**src/rtl/xbar_slave_arbiter_pkg.sv**
```systemverilog
`default_nettype none
// ----------------------------------------------------------------------------
// Package : xbar_pkg
// Shared types and constants for the crossbar slave-port arbiter.
// Rev     : 1.0
// ----------------------------------------------------------------------------
package xbar_pkg;

    typedef enum logic [1:0] {
        IDLE = 2'd0,
        BUSY = 2'd1,
        RESP = 2'd2
    } arb_state_t;

    localparam int XBAR_DW = 32;
    localparam int XBAR_AW = 32;

    localparam logic [XBAR_DW-1:0] XBAR_TIMEOUT_DATA = 32'hDEAD_BEEF;

    // Index width that never collapses to zero bits.
    function automatic int xbar_idx_w(input int n);
        return (n > 1) ? $clog2(n) : 1;
    endfunction

endpackage : xbar_pkg
`default_nettype wire

```
**src/rtl/xbar_slave_arbiter_if.sv**
```systemverilog
`default_nettype none
// ----------------------------------------------------------------------------
// Interface : xbar_slave_arbiter_if
// Master-side request/response bundle plus slave-side port of one arbiter.
// Rev       : 1.0
// ----------------------------------------------------------------------------
interface xbar_slave_arbiter_if #(
    parameter int NUM_MASTERS = 2
);
    import xbar_pkg::*;

    localparam int IDX_W = xbar_idx_w(NUM_MASTERS);

    logic [NUM_MASTERS-1:0]              m_req;
    logic [NUM_MASTERS-1:0][XBAR_AW-1:0] m_addr;
    logic [NUM_MASTERS-1:0]              m_cmd;
    logic [NUM_MASTERS-1:0][XBAR_DW-1:0] m_wdata;
    logic [NUM_MASTERS-1:0]              m_ack;
    logic [XBAR_DW-1:0]                  m_rdata;
    logic                                m_err;
    logic                                s_req;
    logic [XBAR_AW-1:0]                  s_addr;
    logic                                s_cmd;
    logic [XBAR_DW-1:0]                  s_wdata;
    logic                                s_ack;
    logic [XBAR_DW-1:0]                  s_rdata;
    logic [IDX_W-1:0]                    grant_idx;

    // Environment view: requesting masters and the downstream slave.
    modport master (
        output m_req, m_addr, m_cmd, m_wdata, s_ack, s_rdata,
        input  m_ack, m_rdata, m_err, s_req, s_addr, s_cmd, s_wdata, grant_idx
    );

    // Arbiter view.
    modport slave (
        input  m_req, m_addr, m_cmd, m_wdata, s_ack, s_rdata,
        output m_ack, m_rdata, m_err, s_req, s_addr, s_cmd, s_wdata, grant_idx
    );

endinterface : xbar_slave_arbiter_if
`default_nettype wire

```
**src/rtl/xbar_slave_arbiter_rr_picker.sv**
```systemverilog
`default_nettype none
// ----------------------------------------------------------------------------
// Module : arb_rr_picker
// Combinational first-requester search starting at ptr_i, wrapping around.
// Rev    : 1.0
// ----------------------------------------------------------------------------
module arb_rr_picker #(
    parameter int NUM_MASTERS = 2,
    parameter int IDX_W       = 1
) (
    input  logic [NUM_MASTERS-1:0] req_i,
    input  logic [IDX_W-1:0]       ptr_i,
    output logic                   valid_o,
    output logic [IDX_W-1:0]       idx_o
);
    always_comb begin
        logic [IDX_W-1:0] cand;
        cand    = '0;
        valid_o = 1'b0;
        idx_o   = '0;
        for (int i = 0; i < NUM_MASTERS; i++) begin
            cand = IDX_W'((int'(ptr_i) + i) % NUM_MASTERS);
            if (!valid_o && req_i[cand]) begin
                valid_o = 1'b1;
                idx_o   = cand;
            end
        end
    end

endmodule : arb_rr_picker
`default_nettype wire

```
**src/rtl/xbar_slave_arbiter.sv**
```systemverilog
`default_nettype none
// ----------------------------------------------------------------------------
// Module : xbar_slave_arbiter
// Round-robin arbiter and transaction sequencer in front of one slave port.
// Optional slave-ack timeout enabled by defining XBAR_ARB_TIMEOUT_EN.
// Rev    : 1.0
// ----------------------------------------------------------------------------
module xbar_slave_arbiter #(
    parameter int NUM_MASTERS    = 2,
    parameter int TIMEOUT_CYCLES = 255
) (
    input  logic                clk,
    input  logic                rst,
    xbar_slave_arbiter_if.slave bus
);
    import xbar_pkg::*;

    localparam int IDX_W = xbar_idx_w(NUM_MASTERS);

    if (NUM_MASTERS < 2 || NUM_MASTERS > 8 || TIMEOUT_CYCLES < 1) begin : g_param_check
        $error("xbar_slave_arbiter: NUM_MASTERS must be 2..8 and TIMEOUT_CYCLES >= 1");
    end

    arb_state_t             state_q,   state_d;
    logic [IDX_W-1:0]       rr_ptr_q,  rr_ptr_d;
    logic [IDX_W-1:0]       grant_q,   grant_d;
    logic                   s_req_q,   s_req_d;
    logic                   s_cmd_q,   s_cmd_d;
    logic [XBAR_AW-1:0]     s_addr_q,  s_addr_d;
    logic [XBAR_DW-1:0]     s_wdata_q, s_wdata_d;
    logic [XBAR_DW-1:0]     m_rdata_q, m_rdata_d;
    logic [NUM_MASTERS-1:0] m_ack_q,   m_ack_d;

    logic                   pick_valid;
    logic [IDX_W-1:0]       pick_idx;
    logic                   timeout_hit;

    arb_rr_picker #(
        .NUM_MASTERS (NUM_MASTERS),
        .IDX_W       (IDX_W)
    ) u_picker (
        .req_i   (bus.m_req),
        .ptr_i   (rr_ptr_q),
        .valid_o (pick_valid),
        .idx_o   (pick_idx)
    );

`ifdef XBAR_ARB_TIMEOUT_EN
    localparam int CNT_W = $clog2(TIMEOUT_CYCLES + 1);

    logic [CNT_W-1:0] cnt_q, cnt_d;
    logic             m_err_q, m_err_d;

    assign timeout_hit = (cnt_q == CNT_W'(TIMEOUT_CYCLES));

    // Counter only runs while waiting in BUSY; it is zero on every BUSY entry.
    always_comb begin
        cnt_d   = '0;
        m_err_d = 1'b0;
        if (state_q == BUSY && !bus.s_ack) begin
            if (timeout_hit) begin
                m_err_d = 1'b1;
            end else begin
                cnt_d = cnt_q + CNT_W'(1);
            end
        end
    end

    always_ff @(posedge clk or posedge rst) begin
        if (rst) begin
            cnt_q   <= '0;
            m_err_q <= 1'b0;
        end else begin
            cnt_q   <= cnt_d;
            m_err_q <= m_err_d;
        end
    end

    assign bus.m_err = m_err_q;
`else
    assign timeout_hit = 1'b0;
    assign bus.m_err   = 1'b0;
`endif

    always_comb begin
        state_d   = state_q;
        rr_ptr_d  = rr_ptr_q;
        grant_d   = grant_q;
        s_req_d   = s_req_q;
        s_cmd_d   = s_cmd_q;
        s_addr_d  = s_addr_q;
        s_wdata_d = s_wdata_q;
        m_rdata_d = m_rdata_q;
        m_ack_d   = '0;

        case (state_q)
            IDLE: begin
                m_rdata_d = '0;
                if (pick_valid) begin
                    s_req_d   = 1'b1;
                    s_addr_d  = bus.m_addr[pick_idx];
                    s_cmd_d   = bus.m_cmd[pick_idx];
                    s_wdata_d = bus.m_wdata[pick_idx];
                    grant_d   = pick_idx;
                    state_d   = BUSY;
                end
            end
            BUSY: begin
                // A real ack takes precedence over a coincident timeout.
                if (bus.s_ack || timeout_hit) begin
                    s_req_d          = 1'b0;
                    s_cmd_d          = 1'b0;
                    s_addr_d         = '0;
                    s_wdata_d        = '0;
                    m_rdata_d        = bus.s_ack ? bus.s_rdata : XBAR_TIMEOUT_DATA;
                    m_ack_d[grant_q] = 1'b1;
                    state_d          = RESP;
                end
            end
            RESP: begin
                m_rdata_d = '0;
                rr_ptr_d  = (grant_q == IDX_W'(NUM_MASTERS - 1)) ? '0 : grant_q + IDX_W'(1);
                state_d   = IDLE;
            end
            default: begin
                state_d = IDLE;
            end
        endcase
    end

    always_ff @(posedge clk or posedge rst) begin
        if (rst) begin
            state_q   <= IDLE;
            rr_ptr_q  <= '0;
            grant_q   <= '0;
            s_req_q   <= 1'b0;
            s_cmd_q   <= 1'b0;
            s_addr_q  <= '0;
            s_wdata_q <= '0;
            m_rdata_q <= '0;
            m_ack_q   <= '0;
        end else begin
            state_q   <= state_d;
            rr_ptr_q  <= rr_ptr_d;
            grant_q   <= grant_d;
            s_req_q   <= s_req_d;
            s_cmd_q   <= s_cmd_d;
            s_addr_q  <= s_addr_d;
            s_wdata_q <= s_wdata_d;
            m_rdata_q <= m_rdata_d;
            m_ack_q   <= m_ack_d;
        end
    end

    assign bus.s_req     = s_req_q;
    assign bus.s_addr    = s_addr_q;
    assign bus.s_cmd     = s_cmd_q;
    assign bus.s_wdata   = s_wdata_q;
    assign bus.m_ack     = m_ack_q;
    assign bus.m_rdata   = m_rdata_q;
    assign bus.grant_idx = grant_q;

endmodule : xbar_slave_arbiter
`default_nettype wire
```
**src/flat_wrapper.sv**
```systemverilog
// flat-port wrapper written by rule: the top's interface ports become plain ports
module xbar_slave_arbiter_flat import xbar_pkg::*;
#(
    parameter int NUM_MASTERS    = 2,
    parameter int TIMEOUT_CYCLES = 255
)
  (clk, rst, bus_m_req, bus_m_addr, bus_m_cmd, bus_m_wdata, bus_s_ack, bus_s_rdata, bus_m_ack, bus_m_rdata, bus_m_err, bus_s_req, bus_s_addr, bus_s_cmd, bus_s_wdata, bus_grant_idx);
  xbar_slave_arbiter_if #(.NUM_MASTERS(NUM_MASTERS)) bus_i ();
  input  logic clk;
  input  logic rst;
  input wire logic [$bits(bus_i.m_req)-1:0] bus_m_req;
  input wire logic [$bits(bus_i.m_addr)-1:0] bus_m_addr;
  input wire logic [$bits(bus_i.m_cmd)-1:0] bus_m_cmd;
  input wire logic [$bits(bus_i.m_wdata)-1:0] bus_m_wdata;
  input wire logic [$bits(bus_i.s_ack)-1:0] bus_s_ack;
  input wire logic [$bits(bus_i.s_rdata)-1:0] bus_s_rdata;
  output wire logic [$bits(bus_i.m_ack)-1:0] bus_m_ack;
  output wire logic [$bits(bus_i.m_rdata)-1:0] bus_m_rdata;
  output wire logic [$bits(bus_i.m_err)-1:0] bus_m_err;
  output wire logic [$bits(bus_i.s_req)-1:0] bus_s_req;
  output wire logic [$bits(bus_i.s_addr)-1:0] bus_s_addr;
  output wire logic [$bits(bus_i.s_cmd)-1:0] bus_s_cmd;
  output wire logic [$bits(bus_i.s_wdata)-1:0] bus_s_wdata;
  output wire logic [$bits(bus_i.grant_idx)-1:0] bus_grant_idx;
  assign bus_i.m_req = bus_m_req;
  assign bus_i.m_addr = bus_m_addr;
  assign bus_i.m_cmd = bus_m_cmd;
  assign bus_i.m_wdata = bus_m_wdata;
  assign bus_i.s_ack = bus_s_ack;
  assign bus_i.s_rdata = bus_s_rdata;
  assign bus_m_ack = bus_i.m_ack;
  assign bus_m_rdata = bus_i.m_rdata;
  assign bus_m_err = bus_i.m_err;
  assign bus_s_req = bus_i.s_req;
  assign bus_s_addr = bus_i.s_addr;
  assign bus_s_cmd = bus_i.s_cmd;
  assign bus_s_wdata = bus_i.s_wdata;
  assign bus_grant_idx = bus_i.grant_idx;
  xbar_slave_arbiter #(.NUM_MASTERS(NUM_MASTERS), .TIMEOUT_CYCLES(TIMEOUT_CYCLES)) u_core (.clk(clk), .rst(rst), .bus(bus_i));
endmodule
```
**config.mk**
```make
export PLATFORM = sky130hd
export DESIGN_NAME = xbar_slave_arbiter_flat
export DESIGN_NICKNAME = d
export VERILOG_FILES = /design/src/rtl/xbar_slave_arbiter_pkg.sv /design/src/rtl/xbar_slave_arbiter_if.sv /design/src/rtl/xbar_slave_arbiter_rr_picker.sv /design/src/rtl/xbar_slave_arbiter.sv /design/src/flat_wrapper.sv
export SDC_FILE = /design/constraint.sdc
export NUM_CORES = 1
export LEC_CHECK = 0
export ABC_AREA = 0
export CAP_MARGIN = 20
export CELL_PAD_IN_SITES_DETAIL_PLACEMENT = 0
export CELL_PAD_IN_SITES_GLOBAL_PLACEMENT = 1
export CORE_AREA = 4 4 92 181
export DETAILED_ROUTE_END_ITERATION = 10
export DIE_AREA = 0 0 96 185
export PLACE_DENSITY = 0.91
export SLEW_MARGIN = 20
export SYNTH_ARGS = -nofsm -noshare
export SYNTH_HDL_FRONTEND = slang
export SYNTH_SLANG_ARGS = --single-unit
```
**constraint.sdc**
```tcl
create_clock -name clk -period 6.1 [get_ports clk]
set_input_delay 1.22 -clock clk [delete_from_list [all_inputs] [get_ports clk]]
set_output_delay 1.22 -clock clk [all_outputs]
set_load 0.01 [all_outputs]
```
==> results of run 1 <==
==> cells by family (layout without fill, tap and decap cells) <==
family | count (synthesis) | after routing | share of synthesized area (%)
DFF | 104 | 104 | 57.35
other | 1 | 2 | 0.08263
and+or+nand+nor | 107 | 107 | 9.981
AOI/OAI and AO/OA | 71 | 71 | 13.37
buffers and inverters | 37 | 291 | 4.880
muxes | 65 | 65 | 14.34
==> critical path: stages <==
cell	delay, ns
clkdlybuf4s50_1	0.55
inv_1	0.09
o21ai_4	0.24
buf_4	0.84
mux2i_1	0.35
o2bb2ai_1	0.11
==> sequential cells by signal, indices dropped and copies added, names as in the netlist, 2 cells and up <==
| name | cells |
|---|---|
| u_core.state_q | 2 |
| u_core.bus.m_rdata | 32 |
| u_core.bus.s_wdata | 32 |
| u_core.bus.m_ack | 2 |
| u_core.bus.s_addr | 32 |
==> power breakdown <==
| part | switching, uW | internal [uW] |
|---|---|---|
| Combinational | 661 | 804 |
| Clock | 252 | 318 |
| Sequential | 210 | 992 |
==> metal layers <==
metal  track usage, %  vias up  wire length, um
met5                0        -               11
met4            5.074        2              329
met3            6.301       23             1477
met2            30.41      194             7943
met1            17.10     1899             5351
li1                 -     1870                -
==> cell usage in the layout (no fill, tap or decap) <==
cell type        count
buf_4                4
o21ai_0              1
nor2_1               2
nand3_1             32
o2bb2ai_1           65
bufinv_16            1
clkdlybuf4s50_1    267
diode_2              1
clkinvlp_4           3
inv_2                1
conb_1               1
inv_1                2
clkbuf_16            9
clkbuf_1             2
nor3_1               1
or2_1                1
nand2b_1             2
mux2i_1             65
and2_1               1
dfrtp_1            103
clkinv_2             1
o21ai_4              2
a211o_4              1
dfrtp_2              1
nand2_1             68
inv_4                1
o21ai_1              2
==> layout make-up <==
type	count	area, um^2
antenna	1	2.502
clock buffer	11	232.7
clock inverter	5	57.56
fill	1360	7689
inverter	4	17.52
multi-input combinational	244	1742
sequential	104	2604
tap	198	247.7
timing repair buffer	271	2703
==> worst paths after layout <==
kind	slack, ns	depth (start not counted)	startpoint	to
setup / recovery	2.84	6	bus_m_req[0]	u_core.bus.s_wdata[20]
setup reg to reg	3.90	6	u_core.state_q[0]	u_core.bus.m_rdata[4]
hold / removal	0.49	1	u_core.bus.s_addr[31]	u_core.bus.s_addr[31]
hold reg to reg	0.49	1	u_core.bus.s_addr[31]	u_core.bus.s_addr[31]
max in group asynchronous	3.63	3	rst	u_core.state_q[0]
min in group asynchronous	1.37	2	rst	u_core.bus.s_addr[15]
==> through the flow <==
step	hold WS, ns	area [um^2]	total power (uW)
after global routing	0.5016	7604	3447
after detailed placement	0.4725	7312	2696
after CTS	0.4933	7602	3290
after global placement	0.4645	7305	2655
final	0.4884	7606	3238
after floorplan	0.4710	4538	1836
==> results by group, run 1 <==
Logic synthesis
  – Synth top area share: 57.35%
  – Post-synth EDFFs: 0
  – Top post-synthesis cells by count: dfrtp_1 (104), nand2_1 (68), mux2i_1 (65), o2bb2ai_1 (65), nand3_1 (32)
  – Register bit total from synthesis: 104
  – Most frequent cell after synthesis: dfrtp_1
  – YS warnings: 0
  – Syn_area_per_cell: around 12 um^2
  – Mapped Cells: around 390
  – Post-synthesis sequential area ratio: ~57%
  – Fraction of registers with async set or reset after synthesis: 100.0%
  – Synth area leader: dfrtp_1
  – Primary FF master, synth: dfrtp_1
  – Mapped Area: between 4000 and 5000 um^2
  – Unique cell type count in the Yosys netlist: 22
  – Area contributors post-synth: dfrtp_1 (57%), mux2i_1 (14%), o2bb2ai_1 (13%), nand2_1 (5.6%), nand3_1 (3.5%)
  – Syn nets: between 500 and 600

Placed design
  – Pre-CTS setup slack: 2.457 ns
  – Total instance count after detailed placement: between 800 and 900
  – Gp weighted congestion: 0.8157
  – Port-buffer cells: 267
  – DPL Wire Length: 11480 um

Timing
  – Final period utilization: 53.47%
  – Setup ws final: 2.838 ns
  – Final Hold Vio Count: 0
  – Minimum clock period: 3.262 ns
  – Fmax: 306.6 MHz
  – Slew @ Worst Pin: 1.044 ns
  – Final slew viol count: 0
  – Setup TNS: 0 ns
  – Slew HR: 30.42%
  – RSZ-0062 raised after global routing: no
  – Setup Skew: 0.008675 ns
  – Final setup fails: 0

GRT
  – Largest net degree at the start of global routing: 66
  – Grt ovf: 0
  – Number of global-route vias before repair: between 4k and 5k
  – Antenna violations before repair: 2
  – Global-route usage over all layers: between 10% and 20%
  – Global-route wire length before repair: 22720 um

Status
  – Outcome: finished, final reports clean

Layout
  – Utilization after layout: approximately 50%
  – Fraction of final layout cells sized beyond drive strength 1: 3.756%
  – NumNets Final: 801
  – Final cell count without fillers: ~840
  – Area grow syn2layout: 67.60%

Drt
  – Number of DRC markers in iteration 0: 62
  – Total wire length: around 15000 um
  – Post-route DRC: 0
  – Pre-antenna DRT Iters: 4
  – Post-DRT Antenna Nets: 0
  – Routed vias/inst: between 4 and 5
  – Post-DR wirelength/cell: between 15 and 20 um
  – Via count: 3988

CTS
  – Worst-Skew Late Latency: 0.33 ns
  – CTS Buf Count: 9
  – Post-CTS Setup Bufs: 0
  – Root buffer cell: clkbuf_16
  – Hold Buf Count CTS: 0
  – TritonCTS sink count: 104
  – Worst-path clk slew: 0.07 ns
  – CTS tree: done
  – H-tree depth: 3
  – PostCTS Resize Cnt: 0
  – Clock Path Buffers: 2

Floorplanning
  – # rows: 64
  – Die X-Extent: 96 um
  – I/O pin cnt: between 200 and 300
  – Die Area: approximately 18000 um^2
  – Initial Utilization: approximately 30%
  – CORE AREA: 15290 um^2
  – Die H: 185 um

Worst setup path
  – Setup CP Type: input port to register
  – CP Max Fanout: 61
  – Worst EP required: 6.30 ns
  – Worst setup EP type: register
  – CP Data Arrival Time: around 3.5 ns
  – Startpoint Class: input port

Pwr
  – P_leak: 0.003413 uW
  – Pwr dens: 425.7 nW/um^2
  – VDD IR max: 182.4 uV

Flow run
  – MaxCap Viol Count: 0

Worst hold path
  – Worst Hold Class: register to register
Power figures use the tool's default switching activity.
==> run 2, diff against run 1 <==
CORE_AREA = 4 4 101 198   (was 4 4 92 181)
DIE_AREA = 0 0 105 202   (was 0 0 96 185)
PLACE_DENSITY = 0.81   (was 0.91)
clock period = 2.65 ns   (was 6.1 ns; I/O delays follow)
==> run 2 against run 1 <==
Net effect:
- clock-buffer cell count decreased by 1
- first-iteration DRC count is 92% higher
- clock skew up 0.0027 ns
- combinational power grew 140%
- non-clock buffer count is 4 higher
- setup slack lost 2.1 ns
- via count down 0.15%
- utilization is 7.9 points lower
- flip-flop and latch count stayed put
- power is 130% higher
- routed wire length up 2.7%
- sequential share of layout area shrank 0.42 points
==> results by group, run 2 (synthesis gave the netlist of run 1 again) <==
GRT
  – Global Route met3 Usage: 4.634% (was 6.301%)
  – Antenna violations before repair: 0 (was 2)
  – Grt ovf: 0 (unchanged)
  – Busiest grt layer: met2 (unchanged)
  – Number of global-route vias before repair: 4517 (was 4315)
  – GRT met2 Usage: 27.41% (was 30.41%)
  – Global-route usage over all layers: 14.52% (was 16.65%)
  – Global-route wire length before repair: 24360 um (was 22720 um)
  – Met1 Resource Use GR: 14.55% (was 17.10%)
  – Largest net degree at the start of global routing: 66 (unchanged)

Timing
  – Hold_ws: 0.4853 ns (was 0.4884 ns)
  – Final slew viol count: 0 (unchanged)
  – Setup TNS: 0 ns (unchanged)
  – Slew HR: 54.23% (was 30.42%)
  – Minimum clock period: 1.911 ns
  – Final period utilization: 72.13%
  – Setup ws final: 0.7387 ns (was 2.838 ns)
  – Setup Skew: 0.01142 ns (was 0.008675 ns)
  – Final Hold Vio Count: 0 (unchanged)
  – Final setup fails: 0 (unchanged)
  – RSZ-0062 raised after global routing: no (unchanged)
  – Fmax: approximately 520 MHz
  – Slew @ Worst Pin: 0.6866 ns (was 1.044 ns)

Layout
  – Area grow syn2layout: 69.59% (was 67.60%)
  – # diodes: 0 (was 1)
  – FILL cells: 1806 (was 1360)
  – NumNets Final: 805 (was 801)
  – Commonest non-fill, non-tap cell in the layout: clkdlybuf4s50_1 (unchanged)
  – Most frequent cells in the layout: clkdlybuf4s50_1 (267), dfrtp_1 (104), nand2_1 (68) (was clkdlybuf4s50_1 (267), dfrtp_1 (103), nand2_1 (68))
  – Fraction of final layout cells sized beyond drive strength 1: 4.355% (was 3.756%)
  – Utilization after layout: 41.84% (was 49.73%)
  – Multi-input logic area: 1734 um^2 (was 1742 um^2)
  – Register Area: 2603 um^2 (was 2604 um^2)

Floorplanning
  – # rows: 70 (was 64)
  – CORE AREA: 18390 um^2 (was 15290 um^2)
  – Die X-Extent: 105 um (was 96 um)
  – Initial Utilization: 24.67% (was 29.67%)
  – Die Area: 21210 um^2 (was 17760 um^2)
  – Die H: 202 um (was 185 um)
  – I/O pin cnt: 269 (unchanged)

Worst setup path
  – CP Data Arrival Time: 2.19 ns (was 3.46 ns)
  – Worst setup EP type: register (unchanged)
  – Slowest cell on crit path: inv_2 (was buf_4)
  – Setup CP Type: register to register (was input port to register)
  – CP Cell Sequence: buf_4, nand2b_1, or2_1, inv_2, nand2_1, nand2_1 (was clkdlybuf4s50_1, inv_1, o21ai_4, buf_4, mux2i_1, o2bb2ai_1)
  – Worst EP required: 2.93 ns (was 6.30 ns)
  – Critical path's most frequent cell: nand2_1
  – CP max stage delay: 0.45 ns (was 0.84 ns)
  – CP Max Fanout: 34 (was 61)
  – Startpoint Class: register (was input port)

Flow run
  – MaxCap Viol Count: 0 (unchanged)

Drt
  – Total wire length: 15530 um (was 15110 um)
  – Routed vias/inst: 4.636 (was 4.759)
  – Number of DRC markers in iteration 0: 119 (was 62)
  – Post-DRT Antenna Nets: 0 (unchanged)
  – Via count: 3982 (was 3988)
  – Post-DR wirelength/cell: 18.08 um (was 18.03 um)
  – Pre-antenna DRT Iters: 6 (was 4)
  – Post-route DRC: 0 (unchanged)

CTS
  – H-tree depth: 3 (unchanged)
  – Hold Buf Count CTS: 0 (unchanged)
  – Worst-Skew Late Latency: 0.35 ns (was 0.33 ns)
  – Post-CTS Setup Bufs: 0 (unchanged)
  – Clock Path Buffers: 2 (unchanged)
  – Root buffer cell: clkbuf_16 (unchanged)
  – TritonCTS sink count: 104 (unchanged)
  – PostCTS Resize Cnt: 0 (unchanged)
  – CTS Buf Count: 9 (unchanged)
  – Worst-path clk slew: 0.08 ns (was 0.07 ns)
  – CTS tree: done (unchanged)

Pwr
  – VDD IR max: 480.9 uV (was 182.4 uV)
  – Pwr dens: 978.3 nW/um^2 (was 425.7 nW/um^2)
  – Final Total Pwr: 7529 uW (was 3238 uW)
  – P_leak: 0.003455 uW (was 0.003413 uW)

Placed design
  – DPL Wire Length: 12070 um (was 11480 um)
  – Pre-CTS setup slack: 0.3811 ns (was 2.457 ns)
  – Port-buffer cells: 267 (unchanged)
  – Gp weighted congestion: 0.7352 (was 0.8157)

Worst hold path
  – Worst Hold Class: register to register (unchanged)

Status
  – Outcome: finished, final reports clean (unchanged)
==> run 2: cell type report <==
| type | instances | share of cell area [%] |
|---|---|---|
| clock buffers | 10 | 2.975 |
| clock inverters | 6 | 0.7641 |
| inverters | 4 | 0.2439 |
| multi-input cells | 244 | 22.53 |
| flip-flops and latches | 104 | 33.82 |
| well taps | 216 | 3.512 |
| repair buffers | 275 | 36.16 |
==> run 2: critical path, delay by kind of cell, from the launching register on <==
family	cells	cell delay, ns
buffers and inverters	2	0.83
flip-flops	1	0.42
AND/OR/NAND/NOR	4	0.57
==> run 2: through the flow <==
step                      area, um^2  instances
after CTS                       7696        859
after global placement          7408        843
after detailed placement        7408        843
after floorplan                 4542        385
final                           7696        859
after global routing            7696        859
==> run 2: final timing paths <==
check | startpoint | to | slack [ns] | depth (start not counted)
setup / recovery | u_core.state_q[0] | u_core.bus.m_rdata[30] | 0.74 | 6
hold / removal | u_core.bus.s_addr[17] | u_core.bus.s_addr[17] | 0.49 | 1
setup reg to reg | u_core.state_q[0] | u_core.bus.m_rdata[30] | 0.74 | 6
hold reg to reg | u_core.bus.s_addr[17] | u_core.bus.s_addr[17] | 0.49 | 1
max in group asynchronous | rst | u_core.bus.s_addr[7] | 1.58 | 3
min in group asynchronous | rst | u_core.bus.m_rdata[16] | 0.63 | 3
==> run 2: per-layer routing <==
metal	vias up	part of all wire [%]	wire (um)
met5	-	0	0
met3	22	7.7	1194
li1	1880	-	-
met1	1900	35	5391
met4	0	2.7	425
met2	180	55	8516
==> run 2: power breakdown <==
| part | leakage (uW) | total [uW] | internal [uW] | switching (uW) |
|---|---|---|---|---|
| clock | 0.000139 | 1300 | 663 | 635 |
| sequential | 0.00135 | 2680 | 2280 | 398 |
| combinational | 0.00197 | 3550 | 1890 | 1660 |
| total | 0.00346 | 7530 | 4840 | 2690 |
